File: src/rtl/arbiter_pkg.sv
// Shared types and helpers for the packet-locking round-robin arbiter.
package arbiter_pkg;

  // Arbiter control state: IDLE arbitrates, LOCK holds a grant for one packet.
  typedef enum logic {
    IDLE = 1'b0,
    LOCK = 1'b1
  } arb_state_t;

  // Priority scheme selected by the MODE parameter.
  typedef enum int unsigned {
    ARB_FIXED = 0,
    ARB_RR    = 1
  } arb_mode_t;

  // Index width for n requesters; never narrower than one bit.
  function automatic int unsigned idx_width(input int unsigned n);
    return (n <= 1) ? 1 : $clog2(n);
  endfunction

endpackage

File: src/rtl/priority_encoder.sv
// Lowest-index-wins priority encoder of arbitrary width.
module priority_encoder
  import arbiter_pkg::*;
#(
  parameter int unsigned WIDTH          = 8,
  parameter int unsigned IMPLEMENTATION = 0,
  localparam int unsigned WIDTH_LOG     = idx_width(WIDTH)
) (
  input  logic [WIDTH-1:0]     enc_in,
  output logic [WIDTH_LOG-1:0] enc_idx,
  output logic                 enc_vld
);

  assign enc_vld = |enc_in;

  if (IMPLEMENTATION == 0) begin : g_loop
    // Scan from the top down so the lowest set bit is the last one written.
    always_comb begin
      enc_idx = '0;
      for (int i = int'(WIDTH) - 1; i >= 0; i--) begin
        if (enc_in[i]) enc_idx = WIDTH_LOG'(i);
      end
    end
  end else begin : g_onehot
    logic [WIDTH-1:0] lowest_c;

    // Isolate the lowest set bit, then OR together the index of that single bit.
    assign lowest_c = enc_in & (~enc_in + WIDTH'(1));

    // Convert the one-hot lowest bit into its binary index.
    always_comb begin
      enc_idx = '0;
      for (int unsigned i = 0; i < WIDTH; i++) begin
        if (lowest_c[i]) enc_idx = enc_idx | WIDTH_LOG'(i);
      end
    end
  end

endmodule

File: src/rtl/arbiter_round_robin.sv
// N-way packet-locking arbiter: fixed or round-robin priority, grant held until last beat transfers.
module arbiter_round_robin
  import arbiter_pkg::*;
#(
  parameter int unsigned WIDTH          = 8,
  parameter int unsigned MODE           = 1,
  parameter int unsigned IMPLEMENTATION = 0,
  localparam int unsigned WIDTH_LOG     = idx_width(WIDTH)
) (
  input  logic                 clk,
  input  logic                 rst_n,
  input  logic [WIDTH-1:0]     req_vld,
  input  logic [WIDTH-1:0]     req_lst,
  output logic [WIDTH-1:0]     req_rdy,
  output logic                 grt_vld,
  output logic                 grt_lst,
  output logic [WIDTH_LOG-1:0] grt_idx,
  output logic                 grt_lck,
  input  logic                 grt_rdy
);

  localparam int unsigned SUM_W = WIDTH_LOG + 1;
  localparam logic [WIDTH_LOG-1:0] LAST_IDX = WIDTH_LOG'(WIDTH - 1);

  if (MODE > 1) begin : g_bad_mode
    $fatal(1, "arbiter_round_robin: MODE must be 0 (fixed) or 1 (round-robin)");
  end

  arb_state_t           state_q, state_d;
  logic [WIDTH_LOG-1:0] ptr_q, ptr_d;
  logic [WIDTH_LOG-1:0] grt_idx_q, grt_idx_d;

  logic [WIDTH-1:0]     rot_c;
  logic [WIDTH_LOG-1:0] enc_idx;
  logic                 enc_vld;
  logic [SUM_W-1:0]     sum_c;
  logic [WIDTH_LOG-1:0] winner_c;
  logic                 lock_c;
  logic                 xfer_c;

  // Rotate requests right by ptr so the encoder's bit 0 is the current top priority.
  always_comb begin
    int unsigned src;
    src   = 0;
    rot_c = '0;
    for (int unsigned i = 0; i < WIDTH; i++) begin
      src = i + 32'(ptr_q);
      if (src >= WIDTH) src = src - WIDTH;
      rot_c[i] = req_vld[WIDTH_LOG'(src)];
    end
  end

  priority_encoder #(
    .WIDTH          (WIDTH),
    .IMPLEMENTATION (IMPLEMENTATION)
  ) u_enc (
    .enc_in  (rot_c),
    .enc_idx (enc_idx),
    .enc_vld (enc_vld)
  );

  // Undo the rotation; WIDTH need not be a power of two, so wrap by compare.
  always_comb begin
    sum_c = SUM_W'(enc_idx) + SUM_W'(ptr_q);
    if (sum_c >= SUM_W'(WIDTH)) winner_c = WIDTH_LOG'(sum_c - SUM_W'(WIDTH));
    else                        winner_c = WIDTH_LOG'(sum_c);
  end

  assign lock_c = (state_q == LOCK);

  // Downstream side follows the locked requester; grt_rdy never feeds grt_vld.
  always_comb begin
    grt_vld = lock_c & req_vld[grt_idx_q];
    grt_lst = lock_c & req_lst[grt_idx_q];
    grt_lck = lock_c;
    grt_idx = grt_idx_q;
  end

  // Only the locked requester sees downstream ready.
  always_comb begin
    req_rdy = '0;
    if (lock_c) req_rdy[grt_idx_q] = grt_rdy;
  end

  assign xfer_c = grt_vld & grt_rdy;

  // Next state: arbitrate in IDLE, release on the last-beat transfer and advance the pointer.
  always_comb begin
    state_d   = state_q;
    ptr_d     = ptr_q;
    grt_idx_d = grt_idx_q;
    unique case (state_q)
      IDLE: begin
        if (enc_vld) begin
          state_d   = LOCK;
          grt_idx_d = winner_c;
        end
      end
      LOCK: begin
        if (xfer_c && grt_lst) begin
          state_d = IDLE;
          if (MODE == ARB_RR) begin
            ptr_d = (grt_idx_q == LAST_IDX) ? '0 : grt_idx_q + WIDTH_LOG'(1);
          end else begin
            ptr_d = '0;
          end
        end
      end
      default: state_d = IDLE;
    endcase
  end

  // State, pointer and locked index; reset abandons any packet in flight.
  always_ff @(posedge clk or negedge rst_n) begin
    if (!rst_n) begin
      state_q   <= IDLE;
      ptr_q     <= '0;
      grt_idx_q <= '0;
    end else begin
      state_q   <= state_d;
      ptr_q     <= ptr_d;
      grt_idx_q <= grt_idx_d;
    end
  end

  a_rdy_onehot0: assert property (@(posedge clk) disable iff (!rst_n) $onehot0(req_rdy));

  a_idx_stable: assert property (@(posedge clk) disable iff (!rst_n)
    grt_lck |=> (!grt_lck || $stable(grt_idx)));

endmodule
File: config.mk
export PLATFORM = sky130hd
export DESIGN_NAME = arbiter_round_robin
export DESIGN_NICKNAME = d
export VERILOG_FILES = /design/src/rtl/arbiter_pkg.sv /design/src/rtl/priority_encoder.sv /design/src/rtl/arbiter_round_robin.sv
export SDC_FILE = /design/constraint.sdc
export NUM_CORES = 1
export LEC_CHECK = 0
export CAP_MARGIN = 20
export CORE_ASPECT_RATIO = 1.4
export CORE_MARGIN = 2
export CORE_UTILIZATION = 44
export CTS_BUF_LIST = sky130_fd_sc_hd__clkbuf_4 sky130_fd_sc_hd__clkbuf_8
export DETAILED_ROUTE_END_ITERATION = 10
export PLACE_DENSITY = 0.74
export SYNTH_ARGS = -nofsm -noshare
export SYNTH_HDL_FRONTEND = slang
export SYNTH_SLANG_ARGS = --single-unit
File: constraint.sdc
create_clock -name clk -period 2.6 [get_ports clk]
set_input_delay 0.52 -clock clk [delete_from_list [all_inputs] [get_ports clk]]
set_output_delay 0.52 -clock clk [all_outputs]
set_load 0.02 [all_outputs]
==> results of run 1 <==
-- flip-flops by register name, indices dropped and copies added (netlist names) --
| signal | flops |
|---|---|
| grt_idx | 3 |
| grt_lck | 1 |
| ptr_q | 3 |
-- cells in the final DEF, fill, tap and decap left out, drive strengths merged, types with 6 or more instances in the layout --
cell type / instances
dfrtp: 7
nor2b: 6
buf: 33
nand2: 9
inv: 7
mux2i: 6
dlygate4sd2: 8
mux4: 13
nor2: 12
clkdlybuf4s50: 22
-- stage by stage --
stage	util (%)	TNS (ps)	setup WS, ps
after global routing	73.9	-526	-303
after CTS	72.7	-302	-179
after detailed placement	69.6	-2120	-720
final	73.9	-244	-150
after global placement	69.6	-1770	-588
after floorplan	-	-131	-99.1
-- worst min path at each step --
stage	slack, ps	startpoint	to
after floorplan	220	rst_n	grt_idx[0]$_DFFE_PN0P_
after global placement	630	ptr_q[1]$_DFFE_PN0P_	ptr_q[1]$_DFFE_PN0P_
after detailed placement	640	ptr_q[1]$_DFFE_PN0P_	ptr_q[1]$_DFFE_PN0P_
after CTS	530	rst_n	ptr_q[2]$_DFFE_PN0P_
after global routing	540	rst_n	grt_idx[2]$_DFFE_PN0P_
final	510	rst_n	ptr_q[2]$_DFFE_PN0P_
-- cell families after synthesis --
group,after synthesis
buffers and inverters,12
xor gates and xnor gates,3
muxes,21
AOI/OAI and AO/OA,18
DFF,7
and+or+nand+nor,38
adders and majority gates,6
-- worst register-to-register path: cells and delay by family (launching register included) --
family                     cells  cell delay, ps
buffers and inverters          3             190
adders and majority gates      3             780
AOI/OAI and AO/OA              4             680
muxes                          2             350
and+or+nand+nor                2             210
DFF                            1             450
-- report_power, final --
group          leakage [nW]  internal (mW)  switching, mW  total, mW
sequential           0.0819          0.163          0.119      0.282
combinational         0.650           1.20          0.976       2.18
clock                0.0184         0.0693         0.0454      0.115
total                 0.750           1.43           1.14       2.57
-- per-layer routing --
metal  track usage [%]  wire, um
met5                 0         0
met1              28.5      1100
met3              2.58       129
met4              7.50        32
met2              41.0      1650
-- layout make-up --
cell class                      instances  share of cell area, %
Timing Repair Buffer                   65                   32.3
Multi-Input combinational cell         86                   52.1
Tap cell                               34                   2.41
Clock buffer                            4                   1.70
Sequential cell                         7                   9.99
Inverter                                7                   1.49
-- what timing repair did --
action / in CTS / in global routing
resized for setup: 20 / 4
gates cloned: 0 / 0
pin swaps: 4 / 4
buffers inserted: 3 / 1
hold endpoints to repair: 0 / 0
setup endpoints to repair: 4 / 2
==> metrics.md, run 1 <==
| Metric | Value |
|---|---|
| Final setup fails | `2` |
| Number of remaining DRC errors | `0` |
| Synth cell count leaders | `12 x nor2_1, 9 x nand2_1, 8 x mux4_2` |
| Post-synthesis compound-gate area fraction | `15.1%` |
| HP Class | `primary input to async pin` |
| Final HPWL DP | `2470 um` |
| Final #Nets | `195` |
| Post-synth EDFFs | `0` |
| WL per Instance | `14.4 um` |
| Buf/Inv on CP | `3` |
| CP most frequent cell | `inv_2` |
| Crit. End Element | `register` |
| Cell Rows | `21` |
| Max Freq | `364 MHz` |
| Async SR Flop Fraction | `100%` |
| Crit Path Category | `register to register` |
| CP required | `2750 ps` |
| Number of CTS-inserted buffers | `3` |
| Violated checks | `negative setup slack` |
| Crit path launch | `ptr_q[0]$_DFFE_PN0P_` |
| H-tree depth | `1` |
| Gr ovfl total | `0` |
| Final wirelength | `2920 um` |
| Dpl cell area | `0.00166 sq mm` |
| Mux cell area share after synthesis | `36.1%` |
| Relative slew slack | `74.2%` |
| Most common cell in the synthesized netlist | `nor2_1` |
| Finished Layout Cells | `203` |
| Cell area after layout | `0.00177 sq mm` |
| Yosys top cell area share | `16.3%` |
| Min Hold Slack | `513 ps` |
| Tmin final | `2750 ps` |
| Max incr delay on CP | `450 ps` |
| CTS Buffer Depth | `2` |
| Final ANT Viol Nets | `0` |
| Simple-gate portion of the synthesized area | `17.2%` |
| N_diodes | `0` |
| Worst-path clk slew | `50 ps` |
| Worst-Margin Slew | `387 ps` |
| Largest net degree at the start of global routing | `9` |
| Count of cell types in the netlist | `38` |
| Status | `finished with violations` |
| Worst R2R End | `grt_idx[2]$_DFFE_PN0P_` |
| TritonCTS clock tree | `built` |
| Initial DRC Count | `24` |
| Clock Sinks | `7` |
| Hold buffer count at cts | `0` |
| First-pass GRT wire length | `5080 um` |
| Leakage power | `0.750 nW` |
| RR Startpoint | `ptr_q[0]$_DFFE_PN0P_` |
| Avg Vias per Cell | `5.46` |
| Netlist Area Pre-Place | `0.00110 sq mm` |
| Crit path cell chain | `inv_2 > ha_4 > mux4_2 > mux2i_1 > nand2b_1 > a21o_1 > a21oi_2 > a2bb2oi_2 > ha_2 > inv_2 > fa_2 > inv_2 > nand3_2 > a31o_1` |
| DR pass1 iterations | `4` |
| Worst path slowest cell | `dfrtp_2` |
| Register bit count reported by yosys | `7` |
| Avg Inst Size Synth | `10.5 sq um` |
| IO Port Bufs | `32` |
| Crit path to | `grt_idx[2]$_DFFE_PN0P_` |
| CTS Root Cell | `clkbuf_4` |
| Synth Instances | `105` |
| Kind of cell adding the most delay to the critical path | `adder cells` |
| Cell taking the most area after synthesis | `mux4_2` |
| Final period util | `106%` |
| Sequential fraction of the synthesis area | `15.9%` |
| Final clock skew | `3.98 ps` |
| Area of the multi-input gates | `921 sq um` |
| Synth Flop Type | `dfrtp_1` |
| Die W | `46.3 um` |
| Largest family of logic cells by synthesized area | `multiplexers` |
| Vias in the first global route | `1158` |
| Top Ports | `33` |
| Die height | `63.3 um` |
| Register area | `176 sq um` |
| Area growth syn-to-layout | `60.1%` |
| RSZ-0062 raised after global routing | `yes` |
| Setup ws final | `-150 ps` |
| Initial antenna violation count | `0` |
| Filler cell count | `170` |
| # placed instances | `195` |
| Fin. max-slew vios | `0` |
| Post-synthesis adder-cell area fraction | `7.48%` |
| Total die area | `0.00293 sq mm` |
| Max cap viols | `0` |
| Setup crit start kind | `register` |
| Starting Density | `46.2%` |
| PwrDens | `1460 mW/mm^2` |
| Share of cells above drive strength 1 | `43.8%` |
| GP Congestion | `0.833` |
| Xor-xnor portion of the synthesized cell area | `2.38%` |
| Syn_nets | `130` |
| Via Count | `1108` |
| Warnings, synthesis | `0` |
| Reg2Reg Setup Slack | `-150 ps` |
| Crit path depth | `14` |
| Worst r2r path cells | `14` |
| GRT Util Overall | `23.5%` |
| Critical Path AT | `2900 ps` |
| Overall power | `2.57 mW` |
| Final hold violations | `0` |
| Peak supply drop | `877 uV` |
| Total core area | `0.00239 sq mm` |
| Crit Path Max Fanout | `6` |
| Clk_lat worst skew | `260 ps` |
| Area contributors post-synth | `mux4_2 16%, dfrtp_1 16%, mux4_1 12%` |
Note: power is estimated with default switching activity, not from simulation.
==> inputs of run 2 (changes only) <==
--- a/config.mk
+++ b/config.mk
@@ -12,6 +12,7 @@
 export CTS_BUF_LIST = sky130_fd_sc_hd__clkbuf_4 sky130_fd_sc_hd__clkbuf_8
 export DETAILED_ROUTE_END_ITERATION = 10
 export PLACE_DENSITY = 0.74
+export SKIP_CTS_REPAIR_TIMING = 1
 export SYNTH_ARGS = -nofsm -noshare
 export SYNTH_HDL_FRONTEND = slang
 export SYNTH_SLANG_ARGS = --single-unit
==> run 2 against run 1 <==
  * The flow still finishes with violations (negative setup slack)
  * Register-to-register slack lost 120 ps
  * Utilization up 1.5 points
  * Clock skew decreased by 0.74 ps
  * Largest power group unchanged
  * Hold slack got worse by 2.2 ps
  * Clock power about the same
  * Non-clock buffer count stayed put
==> metrics.md, run 2 (synthesized netlist as in run 1, its figures left out) <==
| Metric | Value |
|---|---|
| CTS Buffer Depth | `2 (unchanged)` |
| Final HPWL DP | `2470 um (unchanged)` |
| Seq pwr share | `10.9% (about the same)` |
| Final hold violations | `0 (unchanged)` |
| TritonCTS clock tree | `built` |
| Max Freq | `348 MHz (-4.3%)` |
| H-tree depth | `1 (unchanged)` |
| Cell Rows | `21 (unchanged)` |
| Overall power | `2.63 mW (+2.0%)` |
| GP Congestion | `0.833 (unchanged)` |
| Initial DRC Count | `22 (-8.3%)` |
| Tmin final | `2870 ps (+123 ps)` |
| Starting Density | `46.2% (unchanged)` |
| Max cap viols | `0 (unchanged)` |
| Setup ws final | `-273 ps (-123 ps)` |
| Die W | `46.3 um (unchanged)` |
| Final period util | `110% (+4.7 points)` |
| GRT Util Overall | `23.1% (-0.34 points)` |
| Clock share of power | `4.4% (about the same)` |
| Crit Path Category | `register to register` |
| RSZ-0062 raised after global routing | `yes` |
| IO Port Bufs | `32 (unchanged)` |
| First-pass GRT wire length | `4970 um (-2.2%)` |
| Share of cells above drive strength 1 | `43.8% (unchanged)` |
| Most frequent cells in the layout | `31 x buf_4, 22 x clkdlybuf4s50_1, 12 x nor2_1` |
| Setup crit start kind | `register` |
| Peak supply drop | `899 uV (+2.5%)` |
| Clk_lat worst skew | `270 ps (about the same)` |
| Worst-path clk slew | `50 ps (about the same)` |
| Combinational fraction of design power | `84.8% (+0.2 points)` |
| Crit. End Element | `register` |
| Vias in the first global route | `1134 (-2.1%)` |
| Violated checks | `negative setup slack` |
| PwrDens | `1460 mW/mm^2 (about the same)` |
| Final clock skew | `3.24 ps (-0.744 ps)` |
| Final setup fails | `2 (unchanged)` |
| N_diodes | `0 (unchanged)` |
| Filler cell count | `156 (-8.2%)` |
| Leakage power | `0.830 nW (+11%)` |
| Worst r2r path cells | `12 (-2)` |
| Total die area | `0.00293 sq mm (unchanged)` |
| Final #Nets | `195 (unchanged)` |
| Die height | `63.3 um (unchanged)` |
| Status | `finished with violations` |
| Number of CTS-inserted buffers | `3 (unchanged)` |
| Final ANT Viol Nets | `0 (unchanged)` |
| Gr ovfl total | `0 (unchanged)` |
| Critical Path AT | `3030 ps (+130 ps)` |
| WL per Instance | `15.0 um (+4.6%)` |
| Avg Vias per Cell | `5.50 (+0.81%)` |
| HP Class | `primary input to async pin` |
| DR pass1 iterations | `4 (unchanged)` |
| Clock Sinks | `7 (unchanged)` |
| Final wirelength | `3050 um (+4.6%)` |
| Worst-Margin Slew | `388 ps (+0.950 ps)` |
| Via Count | `1117 (+0.81%)` |
| Sw Share | `44.3% (+0.051 points)` |
| Most common cell after layout, fill and taps aside | `buf_4` |
| Fin. max-slew vios | `0 (unchanged)` |
| Int Pwr | `1.46 mW (+1.9%)` |
| CTS Root Cell | `clkbuf_4` |
| Largest net degree at the start of global routing | `9 (unchanged)` |
| CP required | `2750 ps (about the same)` |
| Psw | `1.16 mW (+2.1%)` |
| Number of remaining DRC errors | `0 (unchanged)` |
| Initial antenna violation count | `0 (unchanged)` |
| Area growth syn-to-layout | `63.3%` |
| Total core area | `0.00239 sq mm (unchanged)` |
| Crit Path Max Fanout | `6 (unchanged)` |
| Post-layout util | `75.4% (+1.5 points)` |
| Top Ports | `33 (unchanged)` |
| Relative slew slack | `74.1% (about the same)` |
[run 2: critical path, cell delays in order, from the launching register on]
cell	delay (ps)
dfrtp_2	460
mux4_2	550
mux2i_2	210
nand2b_1	90
a21o_1	200
a21oi_2	160
a2bb2oi_2	170
ha_2	190
inv_2	40
fa_2	370
inv_2	70
nand3_2	50
a31o_1	200
[run 2: cell type report]
class / count / area (sq um) / share of cell area, %
clock buffers: 4 / 30.0 / 1.67
well taps: 34 / 42.5 / 2.36
repair buffers: 65 / 609 / 33.8
flip-flops and latches: 7 / 178 / 9.86
inverters: 7 / 26.3 / 1.46
multi-input cells: 86 / 916 / 50.8
[run 2: per-layer routing]
metal  share of wire, %  vias to the layer above  global-route usage [%]
li1                   -                      519                       -
met1                 37                      553                    27.2
met2                 57                       38                    41.1
met3                4.5                        7                    2.58
met4                1.6                        0                    7.50
met5                  0                        -                       0
[run 2: final timing paths]
check	from	slack [ps]	endpoint
setup / recovery	ptr_q[0]$_DFFE_PN0P_	-270	grt_idx[2]$_DFFE_PN0P_
hold / removal	rst_n	510	ptr_q[2]$_DFFE_PN0P_
setup reg to reg	ptr_q[0]$_DFFE_PN0P_	-270	grt_idx[2]$_DFFE_PN0P_
hold reg to reg	ptr_q[1]$_DFFE_PN0P_	650	ptr_q[1]$_DFFE_PN0P_
max in group asynchronous	rst_n	1830	ptr_q[0]$_DFFE_PN0P_
min in group clk	ptr_q[1]$_DFFE_PN0P_	650	ptr_q[1]$_DFFE_PN0P_
[run 2: metrics by stage]
| step | std cells | cell area (sq um) | setup TNS (ps) | setup slack (ps) | hold WS, ps |
|---|---|---|---|---|---|
| detailed placement | 195 | 1660 | -2120 | -720 | 635 |
| finish | 203 | 1800 | -499 | -273 | 511 |
| global route | 203 | 1800 | -785 | -432 | 538 |
| CTS | 199 | 1690 | -1130 | -451 | 527 |
| floorplan | 105 | 1110 | -131 | -99.1 | 224 |
| global placement | 195 | 1660 | -1770 | -588 | 631 |
[run 2: power groups by stage]
stage | clock [mW] | combinational, mW | sequential, mW
6_report | 0.115 | 2.23 | 0.285
3_5_place_dp | 0 | 2.00 | 0.280
2_1_floorplan | 0 | 1.29 | 0.242
5_1_grt | 0.124 | 2.41 | 0.300
3_3_place_gp | 0 | 1.93 | 0.280
4_1_cts | 0.115 | 2.01 | 0.278
==> inputs of run 3 (changes only) <==
--- a/config.mk
+++ b/config.mk
@@ -5,6 +5,7 @@
 export SDC_FILE = /design/constraint.sdc
 export NUM_CORES = 1
 export LEC_CHECK = 0
+export ABC_AREA = 0
 export CAP_MARGIN = 20
 export CORE_ASPECT_RATIO = 1.4
 export CORE_MARGIN = 2
==> results of run 3 <==
Final layout, timing and power as in run 2 (identical DEF).
